<file path="src/rtl/oculink_pkg.sv">
`default_nettype none
// ============================================================================
// Module      : oculink_pkg
// Description : Shared types and helpers for Oculink per-port controllers.
//               - state encodings for the PERST# sequencer (3-bit)
//               - retry counter width
//               - counter width helper sized from a set of cycle limits
// Revision    : 1.0 - initial release
// ============================================================================
package oculink_pkg;

  localparam logic [2:0] IDLE_ENC     = 3'd0;
  localparam logic [2:0] DEBOUNCE_ENC = 3'd1;
  localparam logic [2:0] SETTLE_ENC   = 3'd2;
  localparam logic [2:0] TRAIN_ENC    = 3'd3;
  localparam logic [2:0] UP_ENC       = 3'd4;
  localparam logic [2:0] FAIL_ENC     = 3'd5;

  localparam int RETRY_W = 3;

  typedef enum logic [2:0] {
    ST_IDLE     = IDLE_ENC,
    ST_DEBOUNCE = DEBOUNCE_ENC,
    ST_SETTLE   = SETTLE_ENC,
    ST_TRAIN    = TRAIN_ENC,
    ST_UP       = UP_ENC,
    ST_FAIL     = FAIL_ENC
  } perst_state_e;

  // A state with limit L counts 0..L-1, so $clog2(L) bits hold the largest
  // value reached. At least one bit is kept for degenerate limits.
  function automatic int cnt_width(input int a, input int b, input int c);
    int m;
    m = a;
    if (b > m) m = b;
    if (c > m) m = c;
    return (m <= 2) ? 1 : $clog2(m);
  endfunction

endpackage
`default_nettype wire

</file>
<file path="src/rtl/oculink_sync2.sv">
`default_nettype none
// ============================================================================
// Module      : oculink_sync2
// Description : Two-flop synchronizer, asynchronous active-high reset.
//   clk_i  : destination clock
//   rst_i  : asynchronous reset, active high
//   d_i    : asynchronous input
//   q_o    : synchronized output (two destination-clock cycles of latency)
// Revision    : 1.0 - initial release
// ============================================================================
module oculink_sync2 #(
  parameter logic RST_VAL = 1'b0
) (
  input  logic clk_i,
  input  logic rst_i,
  input  logic d_i,
  output logic q_o
);

  (* ASYNC_REG = "TRUE" *) logic [1:0] sync_q;

  always_ff @(posedge clk_i or posedge rst_i) begin
    if (rst_i) begin
      sync_q <= {2{RST_VAL}};
    end else begin
      sync_q <= {sync_q[0], d_i};
    end
  end

  assign q_o = sync_q[1];

endmodule
`default_nettype wire

</file>
<file path="src/rtl/oculink_perst_seq.sv">
`default_nettype none
// ============================================================================
// Module      : oculink_perst_seq
// Description : Per-port PERST#/bring-up sequencer for an Oculink root port.
//               Debounces cable-present, holds PERST# for the power-settle
//               time, releases it and waits for link-up with a timeout,
//               retrying a bounded number of times before latching FAIL.
//   sys_clk_i    : free-running system clock (not from the PCIe core)
//   sys_rst_i    : asynchronous reset, active high
//   enable_i     : software enable
//   retry_clr_i  : single-cycle pulse, leaves FAIL
//   cprsnt_n_i   : cable present, active low, asynchronous
//   link_up_i    : link-up from the PCIe core, asynchronous
//   perst_n_o    : registered PERST# to the pad
//   link_ready_o : high while in UP
//   fail_o       : high while in FAIL
//   state_o      : current state encoding
//   retry_cnt_o  : failed attempts in the current bring-up
// Revision    : 1.0 - initial release
// ============================================================================
module oculink_perst_seq
  import oculink_pkg::*;
#(
  parameter int DEBOUNCE_CYC     = 250000,
  parameter int PWR_SETTLE_CYC   = 25000000,
  parameter int LINK_TIMEOUT_CYC = 25000000,
  parameter int MAX_RETRY        = 3
) (
  input  logic               sys_clk_i,
  input  logic               sys_rst_i,
  input  logic               enable_i,
  input  logic               retry_clr_i,
  input  logic               cprsnt_n_i,
  input  logic               link_up_i,
  output logic               perst_n_o,
  output logic               link_ready_o,
  output logic               fail_o,
  output logic [2:0]         state_o,
  output logic [RETRY_W-1:0] retry_cnt_o
);

  localparam int CNT_W = cnt_width(DEBOUNCE_CYC, PWR_SETTLE_CYC, LINK_TIMEOUT_CYC);

  localparam logic [CNT_W-1:0]   c_DEB_LAST    = CNT_W'(DEBOUNCE_CYC - 1);
  localparam logic [CNT_W-1:0]   c_SETTLE_LAST = CNT_W'(PWR_SETTLE_CYC - 1);
  localparam logic [CNT_W-1:0]   c_TRAIN_LAST  = CNT_W'(LINK_TIMEOUT_CYC - 1);
  localparam logic [RETRY_W-1:0] c_MAX_RETRY   = RETRY_W'(MAX_RETRY);

  logic present;
  logic link_sync;

  // Present is inverted ahead of the synchronizer so that the flop reset
  // value of 0 means "not present".
  oculink_sync2 #(.RST_VAL(1'b0)) u_sync_present (
    .clk_i (sys_clk_i),
    .rst_i (sys_rst_i),
    .d_i   (~cprsnt_n_i),
    .q_o   (present)
  );

  oculink_sync2 #(.RST_VAL(1'b0)) u_sync_link (
    .clk_i (sys_clk_i),
    .rst_i (sys_rst_i),
    .d_i   (link_up_i),
    .q_o   (link_sync)
  );

  perst_state_e       state_q, state_d;
  logic [CNT_W-1:0]   cnt_q;
  logic [RETRY_W-1:0] retry_q, retry_d, retry_inc;
  logic               perst_n_q, link_ready_q, fail_q;
  logic               counting;

  always_comb begin
    state_d   = state_q;
    retry_d   = retry_q;
    retry_inc = retry_q + RETRY_W'(1);
    if (!present || !enable_i) begin
      state_d = ST_IDLE;
    end else begin
      unique case (state_q)
        ST_IDLE:     state_d = ST_DEBOUNCE;
        ST_DEBOUNCE: if (cnt_q == c_DEB_LAST) state_d = ST_SETTLE;
        ST_SETTLE:   if (cnt_q == c_SETTLE_LAST) state_d = ST_TRAIN;
        ST_TRAIN: begin
          // link-up takes precedence over a coincident timeout
          if (link_sync) begin
            state_d = ST_UP;
          end else if (cnt_q == c_TRAIN_LAST) begin
            retry_d = retry_inc;
            state_d = (retry_inc == c_MAX_RETRY) ? ST_FAIL : ST_SETTLE;
          end
        end
        ST_UP:       if (!link_sync) state_d = ST_SETTLE;
        ST_FAIL:     if (retry_clr_i) state_d = ST_IDLE;
        default:     state_d = ST_IDLE;
      endcase
    end
    if (state_d == ST_IDLE || state_d == ST_UP) begin
      retry_d = '0;
    end
  end

  assign counting = (state_q == ST_DEBOUNCE) || (state_q == ST_SETTLE) ||
                    (state_q == ST_TRAIN);

  // Outputs are loaded from the next state so they switch together with
  // the state register.
  always_ff @(posedge sys_clk_i or posedge sys_rst_i) begin
    if (sys_rst_i) begin
      state_q      <= ST_IDLE;
      cnt_q        <= '0;
      retry_q      <= '0;
      perst_n_q    <= 1'b0;
      link_ready_q <= 1'b0;
      fail_q       <= 1'b0;
    end else begin
      state_q <= state_d;
      retry_q <= retry_d;
      if (state_d != state_q) begin
        cnt_q <= '0;
      end else if (counting) begin
        cnt_q <= cnt_q + CNT_W'(1);
      end
      perst_n_q    <= (state_d == ST_TRAIN) || (state_d == ST_UP);
      link_ready_q <= (state_d == ST_UP);
      fail_q       <= (state_d == ST_FAIL);
    end
  end

  assign perst_n_o    = perst_n_q;
  assign link_ready_o = link_ready_q;
  assign fail_o       = fail_q;
  assign state_o      = state_q;
  assign retry_cnt_o  = retry_q;

endmodule
`default_nettype wire

</file>
<file path="config.mk">
export PLATFORM = sky130hd
export DESIGN_NAME = oculink_perst_seq
export DESIGN_NICKNAME = d
export VERILOG_FILES = /design/src/rtl/oculink_pkg.sv /design/src/rtl/oculink_sync2.sv /design/src/rtl/oculink_perst_seq.sv
export SDC_FILE = /design/constraint.sdc
export NUM_CORES = 1
export LEC_CHECK = 0
export ABC_AREA = 1
export CORE_MARGIN = 1
export CORE_UTILIZATION = 59
export CTS_BUF_LIST = sky130_fd_sc_hd__clkbuf_8
export DETAILED_ROUTE_END_ITERATION = 10
export PLACE_DENSITY = 0.79
export SLEW_MARGIN = 10
export SYNTH_ARGS = -nofsm -noshare
export SYNTH_HDL_FRONTEND = slang
export SYNTH_SLANG_ARGS = --single-unit
</file>
<file path="constraint.sdc">
create_clock -name sys_clk_i -period 2.05 [get_ports sys_clk_i]
set_clock_uncertainty 0.05 [all_clocks]
set_input_delay 0.205 -clock sys_clk_i [delete_from_list [all_inputs] [get_ports sys_clk_i]]
set_output_delay 0.205 -clock sys_clk_i [all_outputs]
set_load 0.01 [all_outputs]
</file>
==> results.yml, run 1 <==
yosys:
  ys_ff_latch: 38
  yosys.area_share.adder_pct: 1.54
  synth.avg_cell_area_um2: 8.18
  muxShareOfSynthArea_pct: 0.410
  synth_xor_area_share_pct: 8.98
  synth_area_leaders: "dfrtp_1 39%, nor2_4 10%, nand2_1 9.7%, xor2_1 8.3%, nor2_1 7.2%"
  ys_warn_count: 0
  synth_top_area_cell: "dfrtp_1"
  synth-compound-area-share_pct: 1.44
  async_flop_share_pct: 100
  syn_nets: 307
  syn_area_mm2: 0.00244
  synth_seq_area_share_pct: 39.0
  synth_cell_types: 28
  ys_top_cells_by_count: "63 x nand2_1, 47 x nor2_1, 38 x dfrtp_1, 33 x inv_1, 23 x xor2_1"
  ys.flop_type: "dfrtp_1"
  synth-edff-count: 0
  netlist_instances: 298
  synth.most_common_cell: "nand2_1"
  synth_top_cell_area_share_pct: 39.0
  synthSimpleGateAreaFrac_pct: 40.8
  synth_top_family_by_area: "simple AND/OR/NAND/NOR gates"
clocking:
  cts_tree: "built"
  clock_sinks: 38
  cts_made_buffers: 5
  path_clk_slew_ns: 0.07
  worstSkewPairLatency_ns: 0.29
  hold_buffers: 0
  clockRootBuffer: "clkbuf_8"
  clock_path_buffers: 2
  htreeDepth: 2
place:
  io_buffers: 14
  dpl.hpwl_mm: 3.51
  post-place-ws_ns: -0.0322
  gp_congestion: 0.956
  placedInstanceArea_mm2: 0.00272
floorplan:
  initial_core_util_pct: 61.4
  core-area_mm2: 0.00397
  dieHeight_um: 66.3
  die_area_mm2: 0.00439
  die_w_um: 66.3
  io_pins: 15
  rows: 23
critical_path:
  cp.depth: 13
  path_common_cell: "nand2_2"
  crit_slowest_cell: "dfrtp_1"
  timing.rr.end: "cnt_q[23]$_DFFE_PP0P_"
  crit_fanout: 6
  cpLargestDelayFamily: "simple AND/OR/NAND/NOR gates"
  crit_type: "reg -> reg"
  worstSetupEndpointType: "flop"
  cp.required_ns: 2.23
  arrival_ns: 2.24
  cp-start-kind: "flop"
  critPathMaxStageDelay_ns: 0.48
  reg2regPathDepth: 13
  crit_buf_inv: 1
  crit_path_cell_trace: "nand2_1 -> nor2_1 -> nand3_1 -> nor2_2 -> nand4_1 -> nand2_2 -> nand2_2 -> nand2_1 -> nand2_2 -> nor2_4 -> nand2_4 -> clkbuf_16 -> nor2_4"
  reg2reg_slack_ns: -0.01
  timing.rr.start: "cnt_q[19]$_DFFE_PP0P_"
global_route:
  grt_max_degree: 39
  antenna_found_initial: 0
  grtUsageMet3_pct: 3.97
  track_usage_pct: 24.4
  grt_pass1_vias: 1817
  grt_first_pass_wirelength_mm: 7.94
  top_usage_layer: "met2"
  use_met2_pct: 39.9
  grt_overflow_total: 0
  gr-usage-met1_pct: 30.9
route:
  drc: 0
  routed_wl_mm: 5.16
  drtIter0Drc: 129
  antenna_left: 0
  vias: 2012
  via_per_inst: 5.19
  drt-pass1-iter-count: 4
  wl_per_cell_um: 13.3
cells_and_area:
  nNetsFinal: 347
  postLayoutCellArea_mm2: 0.00305
  n_antenna_cell: 0
  drive_above_1_share_pct: 29.0
  final_util_pct: 76.9
  synthToLayoutAreaGrowth_pct: 25.2
sta:
  min_period_ns: 2.06
  setup_viol: 5
  period_share_pct: 101
  fmax_mhz: 485
  tightest_slew_ns: 0.465
  maxSlewHeadroom_pct: 69.0
  hold_ws_ns: 0.279
  hold_viol_final: 0
  setup_slack_ns: -0.0125
  rsz0062_at_grt: "true"
  slew_viol_final: 0
run:
  max_cap_viol_count: 0
run_status:
  outcome: "finished with violations"
  violations: "setup timing"
power_and_ir_drop:
  ir_drop_mv: 0.444
  total_power_mw: 1.57
  p_leak_nw: 1.24
  p_per_area_mw_per_mm2: 513
worst_hold_path:
  worstHoldPathType: "in -> async"
cells by family after synthesis:
group                      count (synthesis)
AOI/OAI and AO/OA                          7
xor gates and xnor gates                  25
adders and majority gates                  3
buffers and inverters                     41
DFF                                       38
muxes                                      1
and+or+nand+nor                          183
stage by stage:
step / std cells / setup TNS [ns]
3_3_place_gp: 370 / 0
2_1_floorplan: 298 / 0
5_1_grt: 388 / -2.11
4_1_cts: 377 / 0
3_5_place_dp: 370 / -0.420
6_report: 388 / -0.0422
layout make-up:
type | instances | area, µm²
multi-input cells | 219 | 1400
repair buffers | 37 | 385
clock buffers | 6 | 82.6
inverters | 37 | 139
well taps | 50 | 62.6
flip-flops and latches | 38 | 952
fillers | 271 | 917
clock inverters | 1 | 30.0
worst max-delay path by stage:
stage,from,endpoint,slack (ns)
after floorplan,retry_cnt_o[0]$_DFFE_PP0P_,cnt_q[9]$_DFFE_PP0P_,0.13
after global placement,cnt_q[1]$_DFFE_PP0P_,cnt_q[4]$_DFFE_PP0P_,0.004
after detailed placement,cnt_q[1]$_DFFE_PP0P_,cnt_q[5]$_DFFE_PP0P_,-0.03
after CTS,cnt_q[1]$_DFFE_PP0P_,cnt_q[13]$_DFFE_PP0P_,0.02
after global routing,cnt_q[15]$_DFFE_PP0P_,cnt_q[11]$_DFFE_PP0P_,-0.11
final,cnt_q[19]$_DFFE_PP0P_,cnt_q[23]$_DFFE_PP0P_,-0.01
cells in the final DEF (no fill, tap or decap), types with 3 or more instances in the layout:
cell type         n
nand2_1          56
nor2_1           39
dfrtp_1          37
inv_1            32
nor2_4           25
xor2_1           21
buf_4            18
nand3_1          15
nand2_2          14
clkdlybuf4s50_1  14
nor2_2           10
nand4_1           6
clkbuf_8          6
inv_2             4
nor3_1            4
nor3_2            3
o21ai_0           3
a21oi_1           3
buf_12            3
report_power, final:
part	internal, mW	leakage (nW)	total (mW)	switching (mW)
logic	0.0698	0.662	0.161	0.0911
registers	0.759	0.518	0.768	0.00886
clock network	0.389	0.0573	0.637	0.248
repair_timing:
item                                    in CTS  in global routing
buffers inserted                             0                  9
hold endpoints to repair                     0                  0
endpoints found under the setup margin      22                 28
pin swaps                                    1                  6
cloned                                       0                  2
gates resized for setup                      1                 28
worst register-to-register path, cell delays in order (launching register included):
cell       delay [ns]
dfrtp_1          0.48
nand2_1          0.14
nor2_1           0.12
nand3_1          0.11
nor2_2           0.16
nand4_1          0.12
nand2_2          0.10
nand2_2          0.06
nand2_1          0.08
nand2_2          0.07
nor2_4           0.10
nand2_4          0.12
clkbuf_16        0.20
nor2_4           0.09
flip-flops by register name, summed over array words and instances, names as in the netlist:
name	flops
u_sync_present.sync_q	2
u_sync_link.sync_q	2
retry_cnt_o	3
perst_n_o	1
cnt_q	25
link_ready_o	1
state_o	3
fail_o	1
metal layers:
layer	share of wire [%]	vias up
met5	0	-
met4	2.5	0
met3	2.7	15
met2	50	35
met1	45	975
li1	-	987
Power figures use the tool's default switching activity.
==> run 2: changes to the inputs <==
- SKIP_LAST_GASP: default -> 1
==> results.yml, run 2 (synthesized netlist as in run 1, its figures left out) <==
run:
  max_cap_viol_count: 0
route:
  vias: 2012
  drtIter0Drc: 128
  wl_per_cell_um: 13.3
  drc: 0
  via_per_inst: 5.19
  antenna_left: 0
  drt-pass1-iter-count: 4
  routed_wl_mm: 5.16
power_and_ir_drop:
  power_frac_seq_pct: 49.1
  p_int_mw: 1.22
  switchingPower_mw: 0.348
  power.share.clock_pct: 40.7
  total_power_mw: 1.57
  p_sw_share_pct: 22.2
  p_leak_nw: 1.24
  p_per_area_mw_per_mm2: 513
  pwr-share-comb_pct: 10.3
  ir_drop_mv: 0.444
cells_and_area:
  largest_register_ffs: 25
  final_cells: 388
  fillCellCount: 271
  layout_common_cells: "56 x nand2_1, 39 x nor2_1, 37 x dfrtp_1, 32 x inv_1, 25 x nor2_4"
  n_antenna_cell: 0
  drive_above_1_share_pct: 29.0
  final_common_cell: "nand2_1"
  nNetsFinal: 347
  synthToLayoutAreaGrowth_pct: 25.2
  postLayoutCellArea_mm2: 0.00305
  largest-register: "cnt_q"
global_route:
  grt_max_degree: 39
  track_usage_pct: 24.4
  antenna_found_initial: 0
  grt_first_pass_wirelength_mm: 7.94
  use_met2_pct: 39.9
  top_usage_layer: "met2"
  gr-usage-met1_pct: 30.9
  grt_pass1_vias: 1817
  grtUsageMet3_pct: 3.97
  grt_overflow_total: 0
floorplan:
  core-area_mm2: 0.00397
  dieHeight_um: 66.3
  die_w_um: 66.3
  die_area_mm2: 0.00439
  initial_core_util_pct: 61.4
  rows: 23
  io_pins: 15
critical_path:
  cp-start-kind: "flop"
  reg2regPathDepth: 13
  crit_fanout: 6
  arrival_ns: 2.24
  worstSetupEndpointType: "flop"
  crit_type: "reg -> reg"
  cp.required_ns: 2.23
sta:
  hold_viol_final: 0
  setup_viol: 5
  tightest_slew_ns: 0.465
  period_share_pct: 101
  min_period_ns: 2.06
  hold_ws_ns: 0.279
  fmax_mhz: 485
  setup_slack_ns: -0.0125
  rsz0062_at_grt: "true"
  slew_viol_final: 0
  maxSlewHeadroom_pct: 69.0
clocking:
  worstSkewPairLatency_ns: 0.29
  clock_sinks: 38
  path_clk_slew_ns: 0.07
  htreeDepth: 2
  clock_path_buffers: 2
  cts_made_buffers: 5
  cts_tree: "built"
  clockRootBuffer: "clkbuf_8"
place:
  dpl.hpwl_mm: 3.51
  gp_congestion: 0.956
  placedInstanceArea_mm2: 0.00272
  dp_cells: 370
  io_buffers: 14
run_status:
  outcome: "finished with violations"
  violations: "setup timing"
worst_hold_path:
  worstHoldPathType: "in -> async"
-- run 2: final cells by class --
type                       instances  area, µm²  share of cell area (%)
tap                               50       62.6                    2.05
clock inverter                     1       30.0                   0.983
timing repair buffer              37        385                    12.6
clock buffer                       6       82.6                    2.70
inverter                          37        139                    4.55
sequential                        38        952                    31.2
multi-input combinational        219       1400                    45.9
-- run 2: metal layers --
metal | wire, µm | vias to the layer above
li1 | - | 987
met1 | 2320 | 975
met2 | 2560 | 35
met3 | 139 | 15
met4 | 131 | 0
met5 | 0 | -
-- run 2: worst max-delay path: stages (launching register included) --
cell,delay [ns]
dfrtp_1,0.48
nand2_1,0.14
nor2_1,0.12
nand3_1,0.11
nor2_2,0.16
nand4_1,0.12
nand2_2,0.10
nand2_2,0.06
nand2_1,0.08
nand2_2,0.07
nor2_4,0.10
nand2_4,0.12
clkbuf_16,0.19
nor2_4,0.09
-- run 2: repair_timing --
action / 4_1_cts / 5_1_grt
pin swaps: 1 / 6
gates resized for setup: 1 / 28
buffers inserted: 0 / 9
endpoints found under the setup margin: 22 / 28
hold buffers: 0 / 0
cloned: 0 / 2
-- run 2: power by group through the flow --
| stage | registers (mW) | logic [mW] | clock network [mW] |
|---|---|---|---|
| after global routing | 0.768 | 0.174 | 0.681 |
| final | 0.768 | 0.161 | 0.637 |
| after global placement | 0.780 | 0.127 | 0 |
| after detailed placement | 0.781 | 0.130 | 0 |
| after CTS | 0.766 | 0.131 | 0.655 |
| after floorplan | 0.779 | 0.0895 | 0 |
-- run 2: path summary, 6_finish.rpt --
check                                                start                         endpoint  slack, ns
min in group sys_clk_i     u_sync_link.sync_q[0]$_DFF_PP0_  u_sync_link.sync_q[1]$_DFF_PP0_       0.31
hold / removal                                   sys_rst_i       retry_cnt_o[2]$_DFFE_PP0P_       0.28
setup / recovery                     cnt_q[19]$_DFFE_PP0P_            cnt_q[23]$_DFFE_PP0P_      -0.01
hold reg to reg            u_sync_link.sync_q[0]$_DFF_PP0_  u_sync_link.sync_q[1]$_DFF_PP0_       0.31
setup reg to reg                     cnt_q[19]$_DFFE_PP0P_            cnt_q[23]$_DFFE_PP0P_      -0.01
max in group asynchronous                        sys_rst_i            cnt_q[13]$_DFFE_PP0P_       1.32
-- run 2: per-stage QoR --
step | setup slack, ns | utilization [%] | setup TNS, ns
finish | -0.0125 | 76.9 | -0.0418
global route | -0.109 | 76.9 | -2.11
detailed placement | -0.0322 | 68.4 | -0.420
floorplan | 0.132 | - | 0
global placement | 0.00381 | 68.4 | 0
CTS | 0.0227 | 71.5 | 0
